`src/rtl/onchip_mem_avalon_bridge.sv`:
```
`timescale 1ns/1ps
// Avalon-MM slave front-end for single-port on-chip RAM: a small command FIFO issues at most one command per cycle.
// Optional macro ONCHIP_BRIDGE_RDREG_EN registers s_readdata/s_readdatavalid, which adds one cycle of read latency.
module onchip_mem_avalon_bridge #(
  parameter int ADDR_W = 12,
  parameter int DATA_W = 32,
  parameter int DEPTH  = 4
) (
  input  logic                  clk,
  input  logic                  reset,
  input  logic                  hold,
  input  logic [ADDR_W-1:0]     s_address,
  input  logic [DATA_W/8-1:0]   s_byteenable,
  input  logic                  s_read,
  input  logic                  s_write,
  input  logic [DATA_W-1:0]     s_writedata,
  output logic                  s_waitrequest,
  output logic [DATA_W-1:0]     s_readdata,
  output logic                  s_readdatavalid,
  output logic [ADDR_W-1:0]     m_address,
  output logic [DATA_W/8-1:0]   m_byteenable,
  output logic                  m_chipselect,
  output logic                  m_write,
  output logic [DATA_W-1:0]     m_writedata,
  output logic                  m_clken,
  input  logic [DATA_W-1:0]     m_readdata
);

  localparam int BE_W  = DATA_W / 8;
  localparam int PTR_W = $clog2(DEPTH);
  localparam int CNT_W = PTR_W + 1;

  logic [ADDR_W-1:0] r_fifoAddr  [DEPTH];
  logic [BE_W-1:0]   r_fifoBe    [DEPTH];
  logic [DATA_W-1:0] r_fifoData  [DEPTH];
  logic              r_fifoWrite [DEPTH];

  logic [PTR_W-1:0]  r_wrPtr;
  logic [PTR_W-1:0]  r_rdPtr;
  logic [CNT_W-1:0]  r_count;
  logic              r_rdPending;

  logic              w_full;
  logic              w_empty;
  logic              w_push;
  logic              w_pop;
  logic              w_headWrite;

  // Waitrequest depends on registered count only, so it stays high when full even if a pop happens this cycle.
  assign w_full      = (r_count == CNT_W'(DEPTH));
  assign w_empty     = (r_count == '0);
  assign w_push      = (s_read | s_write) & ~w_full;
  assign w_pop       = ~w_empty & ~hold;
  assign w_headWrite = r_fifoWrite[r_rdPtr];

  always_ff @(posedge clk or posedge reset) begin
    if (reset) begin
      for (int i = 0; i < DEPTH; i++) begin
        r_fifoAddr[i]  <= '0;
        r_fifoBe[i]    <= '0;
        r_fifoData[i]  <= '0;
        r_fifoWrite[i] <= 1'b0;
      end
    end else if (w_push) begin
      r_fifoAddr[r_wrPtr]  <= s_address;
      r_fifoBe[r_wrPtr]    <= s_byteenable;
      r_fifoData[r_wrPtr]  <= s_writedata;
      r_fifoWrite[r_wrPtr] <= s_write;
    end
  end

  always_ff @(posedge clk or posedge reset) begin
    if (reset) begin
      r_wrPtr <= '0;
      r_rdPtr <= '0;
      r_count <= '0;
    end else begin
      if (w_push) begin
        r_wrPtr <= r_wrPtr + PTR_W'(1);
      end
      if (w_pop) begin
        r_rdPtr <= r_rdPtr + PTR_W'(1);
      end
      case ({w_push, w_pop})
        2'b10:   r_count <= r_count + CNT_W'(1);
        2'b01:   r_count <= r_count - CNT_W'(1);
        default: r_count <= r_count;
      endcase
    end
  end

  // Keeps advancing under hold: the frozen RAM keeps m_readdata stable for the read already issued.
  always_ff @(posedge clk or posedge reset) begin
    if (reset) begin
      r_rdPending <= 1'b0;
    end else begin
      r_rdPending <= w_pop & ~w_headWrite;
    end
  end

  assign s_waitrequest = w_full;
  assign m_chipselect  = w_pop;
  assign m_write       = w_pop & w_headWrite;
  assign m_address     = w_empty ? '0 : r_fifoAddr[r_rdPtr];
  assign m_byteenable  = w_empty ? '0 : r_fifoBe[r_rdPtr];
  assign m_writedata   = w_empty ? '0 : r_fifoData[r_rdPtr];
  assign m_clken       = ~hold;

`ifdef ONCHIP_BRIDGE_RDREG_EN
  logic              r_rdValid;
  logic [DATA_W-1:0] r_rdData;

  always_ff @(posedge clk or posedge reset) begin
    if (reset) begin
      r_rdValid <= 1'b0;
      r_rdData  <= '0;
    end else begin
      r_rdValid <= r_rdPending;
      if (r_rdPending) begin
        r_rdData <= m_readdata;
      end
    end
  end

  assign s_readdatavalid = r_rdValid;
  assign s_readdata      = r_rdData;
`else
  assign s_readdatavalid = r_rdPending;
  assign s_readdata      = r_rdPending ? m_readdata : '0;
`endif

endmodule

```
`config.mk`:
```
export PLATFORM = sky130hd
export DESIGN_NAME = onchip_mem_avalon_bridge
export DESIGN_NICKNAME = d
export VERILOG_FILES = /design/src/rtl/onchip_mem_avalon_bridge.sv
export SDC_FILE = /design/constraint.sdc
export NUM_CORES = 1
export LEC_CHECK = 0
export ABC_AREA = 1
export BUFFER_PORTS_ARGS = -buffer_cell sky130_fd_sc_hd__buf_4
export CAP_MARGIN = 10
export CORE_UTILIZATION = 46
export CTS_BUF_LIST = sky130_fd_sc_hd__clkbuf_4
export DETAILED_ROUTE_END_ITERATION = 16
export PLACE_DENSITY_LB_ADDON = 0.15
export SLEW_MARGIN = 10
export SYNTH_ARGS = -nofsm -noshare
export SYNTH_HDL_FRONTEND = slang
export SYNTH_SLANG_ARGS = --single-unit
```
`constraint.sdc`:
```
create_clock -name clk -period 13.2 [get_ports clk]
set_clock_uncertainty 0.15 [all_clocks]
set_input_delay 3.96 -clock clk [delete_from_list [all_inputs] [get_ports clk]]
set_output_delay 3.96 -clock clk [all_outputs]
set_load 0.03 [all_outputs]
```
==> metrics.md <==
| Metric | Value |
|---|---|
| Outcome | `finished, final reports clean` |
| Most frequent cells in the layout | `nand2_1 (635), inv_1 (237), dfrtp_1 (202), nand4_1 (197), buf_4 (186)` |
| IO Count | `170` |
| DR DRC count | `0` |
| Pleak | `0.00755 uW` |
| Sink Count | `204` |
| Synthesized-area fraction occupied by and/or/nand/nor cells | `37.2%` |
| Hold Crit Class | `register to register` |
| Gr usage total | `27.1%` |
| Worst-Margin Slew | `1.00 ns` |
| Mapped Cells | `1574` |
| Post-Route WL | `33000 microns` |
| Cts bufs inserted | `59` |
| Setup violators final | `0` |
| Post-DP HPWL | `17200 microns` |
| Rows | `56` |
| Die ar. | `25000 sq um` |
| WHS | `0.316 ns` |
| Gpl congestion | `0.735` |
| Main combinational cell family by area after synthesis | `simple AND/OR/NAND/NOR gates` |
| Slowest stage cell, crit path | `buf_4` |
| Synthesized Nets | `1665` |
| # H-tree levels | `2` |
| Filler cell count | `2369` |
| Synth cell types | `20` |
| Die Width | `158 microns` |
| Seq cells post-synth | `204` |
| Initial DRT Pass Iterations | `5` |
| Layout cells sized above 1 | `16.5%` |
| DRT antenna net count | `0` |
| Yosys top cell area share | `45.6%` |
| Part of the cycle the worst path needs | `65.8%` |
| Worst Setup Start Kind | `input port` |
| Most common cell after layout, fill and taps aside | `nand2_1` |
| Bufs and invs on worst path | `3` |
| Area grow syn2layout | `16.5%` |
| PnR Total Power | `3720 uW` |
| RSZ-0062 raised after global routing | `false` |
| Top cells by area, synth | `dfrtp_1 (46%), nand2_1 (21%), nand4_1 (11%)` |
| Post-synthesis adder-cell area fraction | `0.737%` |
| TNS Setup | `0 ns` |
| Max stage delay on crit path | `0.17 ns` |
| Largest net degree at the start of global routing | `134` |
| CP Data Required Time | `9.09 ns` |
| CTS tree | `yes` |
| Vias in the first global route | `10200` |
| Clk Latency, worst-skew pair | `0.68 ns` |
| Hold_buf cts | `0` |
| Clock transition at path regs | `0.05 ns` |
| CP Max Fanout | `6` |
| Multiplexer share of the synthesized area | `0%` |
| Fin. max-slew vios | `0` |
| Via count | `10600` |
| Max-cap viol count | `0` |
| Final hold vios | `0` |
| Initial DRC count | `950` |
| First-pass GRT wire length | `53400 microns` |
| CP Class | `input port to output port` |
| Most frequent CP cell | `buf_4` |
| R2r setup slk | `9.90 ns` |
| Initial antenna violation count | `1` |
| Post-CTS Setup Inserts | `0` |
| Post_cts resized | `0` |
| Worst slew margin | `33.0%` |
| Port bufs | `169` |
| Worst EP arrival | `4.58 ns` |
| Total core area | `23700 sq um` |
| Synthesis warning total | `0` |
| VDD IR-drop max | `168 uV` |
| Avg WL per Cell | `16.2 microns` |
| Place WS | `4.50 ns` |
| Synth Area in Compound Gates | `2.28%` |
| CTS root buf | `clkbuf_4` |
| Max clock buf depth | `3` |
| Syn_area_per_cell | `7.12 sq um` |
| Final Critical Period | `8.69 ns` |
| Die Ht | `158 microns` |
| Yosys top cell by area | `dfrtp_1` |
| Total grt overflow | `0` |
| Top cell family by delay on the critical path | `buffers and inverters` |
| CP endpoint kind | `output port` |
| Post-Syn Area | `11200 sq um` |
| Power per cell area | `285 nW/um^2` |
| Via density | `5.19` |
| Max Clk Rate | `0.115 GHz` |
| Synth Area in XOR/XNOR | `0.156%` |
| Initial Utilization | `47.3%` |
| Critical path cell sequence | `buf_4, inv_1, nand2_1, nor2_1, buf_4` |
| Sequential area share after synthesis | `45.6%` |
| Final worst slack | `4.51 ns` |
| Final nets | `1784` |
## final timing paths
check | start | endpoint | cells after the start
worst max-delay path | hold | m_write | 5
worst min-delay path | r_fifoAddr[21]$_DFFE_PP0P_ | r_fifoAddr[21]$_DFFE_PP0P_ | 2
worst max register to register | r_count[0]$_DFFE_PP0P_ | r_count[1]$_DFFE_PP0P_ | 8
worst min register to register | r_fifoAddr[21]$_DFFE_PP0P_ | r_fifoAddr[21]$_DFFE_PP0P_ | 2
max in group asynchronous | reset | r_rdPtr[0]$_DFFE_PP0P_ | 3
min in group asynchronous | reset | r_fifoData[95]$_DFFE_PP0P_ | 2
## area by class of cell
class	instances	area (sq um)	area share, %
Sequential cell	204	5110	39.1
Multi-Input combinational cell	1001	4580	35.1
Timing Repair Buffer	186	1400	10.7
Inverter	241	913	7.00
Clock buffer	83	623	4.77
Tap cell	319	399	3.06
Clock inverter	8	31.3	0.240
Antenna cell	1	2.50	0.0192
## through the flow
step                      cells  instance area (sq um)  utilization [%]
after global routing       2043                  13100             55.1
after global placement     1951                  12400             52.3
after CTS                  2042                  13100             55.1
after floorplan            1574                  11200                -
after detailed placement   1951                  12400             52.3
final                      2043                  13100             55.1
## metal layers
layer  share of wire (%)  up-vias  global-route usage [%]
met5                   0        -                       0
met4                 1.9        0                    7.55
met3                 6.3       59                    4.38
met2                  48      339                    46.7
met1                  43     4972                    35.2
li1                    -     5223                       -
## state kept, by name (all words and copies together), names as in the netlist
register / cells
r_count: 3
r_fifoData: 128
r_wrPtr: 2
r_fifoBe: 16
s_readdatavalid: 1
r_fifoAddr: 48
r_fifoWrite: 4
r_rdPtr: 2
## cell usage after synthesis
cell type,n
dfrtp_1,204
xnor2_1,2
inv_2,1
o21ai_0,2
nor2_1,1
buf_6,11
buf_8,1
buf_4,7
buf_1,6
nand3_2,1
nand3_1,107
buf_2,53
clkbuf_1,50
nand4_1,197
a21oi_1,49
nand2_2,1
fa_1,1
nand2_1,635
ha_1,5
inv_1,240
## kinds of logic after synthesis
logic type | Yosys count
simple gates | 942
fa+ha+maj | 6
flops | 204
compound gates | 51
xor+xnor | 2
buf+inv | 369
## power breakdown
group | switching [uW] | internal (uW) | leakage (uW)
Combinational | 1410 | 656 | 0.00461
Sequential | 182 | 927 | 0.00254
Clock | 262 | 281 | 0.000397
Total | 1850 | 1860 | 0.00755
## worst reg2reg max path: stages, from the launching register on
cell and delay, ns:
dfrtp_1 0.36, inv_1 0.11, nand3_4 0.37, buf_4 0.88, nand2_1 0.34, ha_1 0.31, inv_1 0.09, fa_1 0.42
o21ai_0 0.19
(Power assumes the default switching activity.)
